[src/rtl/poly_synth_tdm.sv]
// Polyphonic oscillator bank: one shared phase/envelope datapath is stepped across
// every voice once per sample tick, and the voices are summed into one saturated sample.
module poly_synth_tdm #(
  parameter int NUM_VOICES = 32,
  parameter int PHASE_W    = 24,
  parameter int OUT_W      = 16,
  parameter int ENV_W      = 8,
  parameter int MIX_SHIFT  = 3
) (
  input  logic                          i_clk,
  input  logic                          i_rst,
  input  logic                          i_sample_tick,
  input  logic [NUM_VOICES-1:0]         i_gate,
  input  logic [1:0]                    i_wave,
  input  logic [ENV_W-1:0]              i_atk_rate,
  input  logic [ENV_W-1:0]              i_rel_rate,
  input  logic                          i_step_we,
  input  logic [$clog2(NUM_VOICES)-1:0] i_step_addr,
  input  logic [PHASE_W-1:0]            i_step_data,
  output logic [OUT_W-1:0]              o_audio,
  output logic                          o_valid,
  output logic                          o_busy,
  output logic                          o_clip,
  output logic                          o_overrun
);
  localparam int VW     = $clog2(NUM_VOICES);
  localparam int ACC_W  = OUT_W + VW + 1;
  localparam int PROD_W = OUT_W + ENV_W + 1;
  localparam logic [VW-1:0] LAST_VOICE = VW'(NUM_VOICES - 1);
  localparam logic signed [ACC_W-1:0] SAT_MAX = {{(ACC_W-OUT_W+1){1'b0}}, {(OUT_W-1){1'b1}}};
  localparam logic signed [ACC_W-1:0] SAT_MIN = {{(ACC_W-OUT_W+1){1'b1}}, {(OUT_W-1){1'b0}}};
  localparam logic signed [OUT_W-1:0] SQ_AMP  = {1'b0, {(OUT_W-1){1'b1}}};

  typedef enum logic [1:0] {IDLE, ACCUM, OUTPUT} state_e;
  state_e state_q, state_d;

  logic [PHASE_W-1:0]      step_q  [NUM_VOICES];
  logic [PHASE_W-1:0]      phase_q [NUM_VOICES];
  logic [ENV_W-1:0]        env_q   [NUM_VOICES];
  logic [NUM_VOICES-1:0]   gate_q;
  logic [1:0]              wave_q;
  logic [ENV_W-1:0]        atk_q, rel_q;
  logic [VW-1:0]           voice_q;
  logic signed [ACC_W-1:0] acc_q;
  logic [OUT_W-1:0]        audio_q;
  logic                    valid_q, clip_q, overrun_q;
  logic                    busy;

  logic                     curGate;
  logic [ENV_W:0]           envSum;
  logic [ENV_W-1:0]         envNew;
  logic [PHASE_W-1:0]       phaseNew;
  logic [OUT_W-1:0]         p, triU;
  logic signed [OUT_W-1:0]  waveVal;
  logic signed [PROD_W-1:0] prod, prodShift;
  logic signed [ACC_W-1:0]  contrib, accNext, mixShift;
  logic [OUT_W-1:0]         mixSat;
  logic                     mixClip;

  always_ff @(posedge i_clk or posedge i_rst) begin
    if (i_rst) state_q <= IDLE;
    else       state_q <= state_d;
  end

  always_comb begin
    state_d = state_q;
    case (state_q)
      IDLE:    if (i_sample_tick) state_d = ACCUM;
      ACCUM:   if (voice_q == LAST_VOICE) state_d = OUTPUT;
      OUTPUT:  state_d = IDLE;
      default: state_d = IDLE;
    endcase
  end

  always_comb begin
    busy = (state_q != IDLE);
  end

  // Shared per-voice datapath: envelope, phase, waveform shaping and scaling for voice_q.
  always_comb begin
    curGate = gate_q[voice_q];
    envSum  = {1'b0, env_q[voice_q]} + {1'b0, atk_q};
    if (curGate) envNew = envSum[ENV_W] ? '1 : envSum[ENV_W-1:0];
    else         envNew = (env_q[voice_q] > rel_q) ? env_q[voice_q] - rel_q : '0;
    if (!curGate && envNew == '0) phaseNew = '0;
    else                          phaseNew = phase_q[voice_q] + step_q[voice_q];
    p    = phaseNew[PHASE_W-1 -: OUT_W];
    triU = p[OUT_W-1] ? {~p[OUT_W-2:0], 1'b0} : {p[OUT_W-2:0], 1'b0};
    case (wave_q)
      2'b00:   waveVal = {~p[OUT_W-1], p[OUT_W-2:0]};
      2'b01:   waveVal = p[OUT_W-1] ? -SQ_AMP : SQ_AMP;
      2'b10:   waveVal = {~triU[OUT_W-1], triU[OUT_W-2:0]};
      default: waveVal = '0;
    endcase
    prod      = PROD_W'(waveVal) * PROD_W'($signed({1'b0, envNew}));
    prodShift = prod >>> ENV_W;
    contrib   = {{(ACC_W-OUT_W){prodShift[OUT_W-1]}}, prodShift[OUT_W-1:0]};
    accNext   = acc_q + contrib;
    mixShift  = accNext >>> MIX_SHIFT;
    if (mixShift > SAT_MAX) begin
      mixSat  = SAT_MAX[OUT_W-1:0];
      mixClip = 1'b1;
    end else if (mixShift < SAT_MIN) begin
      mixSat  = SAT_MIN[OUT_W-1:0];
      mixClip = 1'b1;
    end else begin
      mixSat  = mixShift[OUT_W-1:0];
      mixClip = 1'b0;
    end
  end

  // The finished mix is registered on the last voice so o_valid lines up with OUTPUT.
  always_ff @(posedge i_clk or posedge i_rst) begin
    if (i_rst) begin
      for (int i = 0; i < NUM_VOICES; i++) begin
        step_q[i]  <= '0;
        phase_q[i] <= '0;
        env_q[i]   <= '0;
      end
      gate_q    <= '0;
      wave_q    <= '0;
      atk_q     <= '0;
      rel_q     <= '0;
      voice_q   <= '0;
      acc_q     <= '0;
      audio_q   <= '0;
      valid_q   <= 1'b0;
      clip_q    <= 1'b0;
      overrun_q <= 1'b0;
    end else begin
      valid_q <= 1'b0;
      clip_q  <= 1'b0;
      if (i_step_we) step_q[i_step_addr] <= i_step_data;
      if (i_sample_tick && busy) overrun_q <= 1'b1;
      case (state_q)
        IDLE: begin
          if (i_sample_tick) begin
            gate_q  <= i_gate;
            wave_q  <= i_wave;
            atk_q   <= i_atk_rate;
            rel_q   <= i_rel_rate;
            voice_q <= '0;
            acc_q   <= '0;
          end
        end
        ACCUM: begin
          env_q[voice_q]   <= envNew;
          phase_q[voice_q] <= phaseNew;
          acc_q            <= accNext;
          voice_q          <= voice_q + 1'b1;
          if (voice_q == LAST_VOICE) begin
            audio_q <= mixSat;
            valid_q <= 1'b1;
            clip_q  <= mixClip;
          end
        end
        default: ;
      endcase
    end
  end

  assign o_audio   = audio_q;
  assign o_valid   = valid_q;
  assign o_busy    = busy;
  assign o_clip    = clip_q;
  assign o_overrun = overrun_q;
endmodule

[config.mk]
export PLATFORM = sky130hd
export DESIGN_NAME = poly_synth_tdm
export DESIGN_NICKNAME = d
export VERILOG_FILES = /design/src/rtl/poly_synth_tdm.sv
export SDC_FILE = /design/constraint.sdc
export NUM_CORES = 2
export LEC_CHECK = 0
export BUFFER_PORTS_ARGS = -buffer_cell sky130_fd_sc_hd__buf_2
export CORE_ASPECT_RATIO = 1.5
export CORE_MARGIN = 2
export CORE_UTILIZATION = 64
export DETAILED_ROUTE_END_ITERATION = 16
export PLACE_DENSITY = 0.81
export SYNTH_ARGS = -nofsm -noshare
export SYNTH_HDL_FRONTEND = slang
export SYNTH_SLANG_ARGS = --single-unit
[constraint.sdc]
create_clock -name i_clk -period 65.3 [get_ports i_clk]
set_input_delay 6.53 -clock i_clk [delete_from_list [all_inputs] [get_ports i_clk]]
set_output_delay 6.53 -clock i_clk [all_outputs]
set_load 0.05 [all_outputs]
==> impl_metrics.yaml <==
outcome:
  outcome: "finished, final reports clean"
grt:
  grt_pass1_wl_microns: 388000
  global_route.usage.met2: 0.583
  antenna_violations_before_repair: 15
  grt_util_met1: 0.446
  grt_start_max_net_pins: 179
  global_route_layer_with_the_greatest_usage: "met2"
  grt.total_usage: 0.364
  use_met3: 0.0759
  globalRoute.totalOverflow: 0
  first_global_vias: 64800
sta:
  final_clock_period_utilization_by_the_worst_path: 0.275
  finalSetupViolations: 0
  fmaxAchievable_mhz: 55.7
  timing.clock.skew_ps: 43.1
  timing.slew.headroom: 0.128
  hold_viol: 0
  period_needed_ps: 17950
  timing_max_transition_violations_final: 0
  worst-slew-pin-transition_ps: 1310
  finalSetupTns_ps: 0
  grt_setup_unrepaired: "no"
yosys:
  synth_edf_count: 0
  synth_largest_type_area_fraction: 0.528
  synth_sequential_area_ratio: 0.528
  synth_fp_nets: 7828
  synthCells: 7531
  netlist.top_cell.by_area: "dfrtp_1"
  syn-cell-area_sq_um: 89500
  syn-mean-instance-area_sq_um: 11.9
  synth_top_flop_cell: "dfrtp_1"
  post_synth_main_area_contributors: "dfrtp_1 (53%), mux4_2 (11%), mux2_2 (9.8%)"
  ys_seq_elements: 1890
  synth_cell_type_count: 96
  ys_async_sr_fraction: 1.00
  synth_warnings: 0
drt:
  post-route-drc-count: 0
  detail_route.iter0.violations: 6884
  drt_pre_antenna_iters: 6
  detail_route.wirelength_microns: 254000
  num_vias: 62300
  drt-wirelength-per-cell_microns: 27.3
  vias_per_cell: 6.70
  drt.antenna.violating_nets: 0
worst_setup_path:
  crit_path_end_kind: "flop"
  critical-path-top-cell-by-count: "a21oi_1"
  max_stage_delay_ps: 960
  worst-path-max-fanout: 49
  start_kind: "flop"
  worstSetupPathType: "reg -> reg"
  slowest_stage: "dfrtp_4"
  timing.critical_path.arrival_ps: 18710
  timing.critical_path.required_ps: 66060
place:
  io_buffers: 102
  dp_hpwl_microns: 146000
  finalWeightedCongestion: 0.916
final_layout:
  drive_above_1_share: 0.250
  nNetsFinal: 7584
  area_growth_syn_to_layout_pct: 8.57
floorplanning:
  io_pins: 103
  core_sq_um: 139000
  start_util: 0.642
  placement_rows: 168
  fp.dieArea_sq_um: 143000
  die_y_microns: 462
  die_w_microns: 309
job:
  max-cap-violations: 0
clock_tree:
  clk-insertion-delay-late_ps: 850
  cts_hold_repair.buffers: 0
  h-tree-depth: 4
  cts_sinks: 1890
  tritoncts.num_buffers: 171
  tritoncts: "built"
  clock-root-buffer: "clkbuf_16"
  cts_post_setup_buffers_inserted: 0
  ctsLongestPathBuffers: 3
  cts_resized: 0
  cts.reportedPaths.clkPinSlew_ps: 60
worst_hold_path:
  hold_path_class: "reg -> reg"
state kept, by name, indices dropped and copies added, names as in the netlist:
register and cells:
o_valid 1, o_overrun 1, state_q 2, rel_q 8
step_q 768, wave_q 2, o_clip 1, phase_q 768
o_audio 16, voice_q 5, acc_q 22, gate_q 32
env_q 256, atk_q 8
cells by family (layout without fill, tap and decap cells):
logic type / Yosys count / count (layout) / synth area share
buf+inv: 822 / 718 / 0.0356
mux: 1259 / 1259 / 0.212
fa+ha+maj: 214 / 214 / 0.0385
xor+xnor: 81 / 81 / 0.00875
compound gates: 1481 / 1481 / 0.0933
simple gates: 1784 / 1784 / 0.0832
flops: 1890 / 1890 / 0.528
other cells: 0 / 7 / 0
placed cells by master, fill, tap and decap left out, drive strengths merged, types with 7 or more instances in the layout:
cell and count:
o21a 10, nand4 63, nor3 19, a22o 8, nand2 1347, diode 7, fa 103, bufinv 18
o22ai 25, or2 29, inv 190, nor4 10, a211oi 11, and2 10, xnor2 57, buf 223
nor2 169, dfrtp 1890, o21ai 1079, a21o 15, mux4 432, o21bai 10, clkinv 34, nor2b 11
mux2 786, xor2 22, mux2i 41, nand3 51, a22oi 208, ha 111, nor3b 10, nand2b 32
a21oi 64, clkbuf 248
stage by stage:
step | worst slack [ps] | hold slack, ps | area, sq um | util | cells
after detailed placement | 47480 | 443 | 91300 | 0.655 | 8984
after global routing | 45960 | 492 | 97200 | 0.697 | 9302
after CTS | 47440 | 472 | 97200 | 0.697 | 9297
final | 47350 | 465 | 97200 | 0.698 | 9304
after global placement | 47720 | 435 | 91300 | 0.655 | 8984
after floorplan | 5400 | 438 | 89500 | - | 7531
worst max-delay path: cells and delay by family (launching register included):
family          cells  cell delay (ps)
xor+xnor            3              800
fa+ha+maj           7             3020
buf+inv            10             3920
compound gates     17             4370
mux                 1              580
simple gates       15             3990
flops               1              960
final timing paths:
path / slack [ps] / depth (start not counted) / endpoint / start
setup / recovery: 47350 / 53 / o_audio[8] / voice_q[0]
hold / removal: 470 / 1 / o_overrun / o_overrun
setup reg to reg: 47350 / 53 / o_audio[8] / voice_q[0]
hold reg to reg: 470 / 1 / o_overrun / o_overrun
max in group asynchronous: 52890 / 9 / step_q[590] / i_rst
min in group asynchronous: 5860 / 2 / phase_q[643] / i_rst
final cells by class:
class / count / area [sq um]
Clock buffer: 248 / 4990
Clock inverter: 65 / 950
Timing Repair Buffer: 223 / 1530
Antenna cell: 7 / 17.5
Tap cell: 1870 / 2340
Multi-Input combinational cell: 4819 / 39400
Sequential cell: 1890 / 47300
Inverter: 182 / 691
Fill cell: 9237 / 42200
routing by layer:
| layer | share of wire | vias up |
|---|---|---|
| met4 | 0.079 | 14 |
| met1 | 0.35 | 31900 |
| met3 | 0.086 | 1142 |
| met5 | 0.00037 | - |
| met2 | 0.48 | 3293 |
| li1 | - | 26000 |
synthesized netlist by cell type (55+ instances only):
cell	n
a21oi_1	63
a22oi_1	208
clkbuf_1	573
dfrtp_1	1890
fa_1	103
ha_1	111
inv_1	179
mux2_2	779
mux4_2	432
nand2_1	1344
nand4_1	63
nor2_1	168
o21ai_0	1075
xnor2_1	55
Power is left out: the tool's default activity adds up to more than one toggle a clock period on the data nets, which glitch-free logic cannot reach.
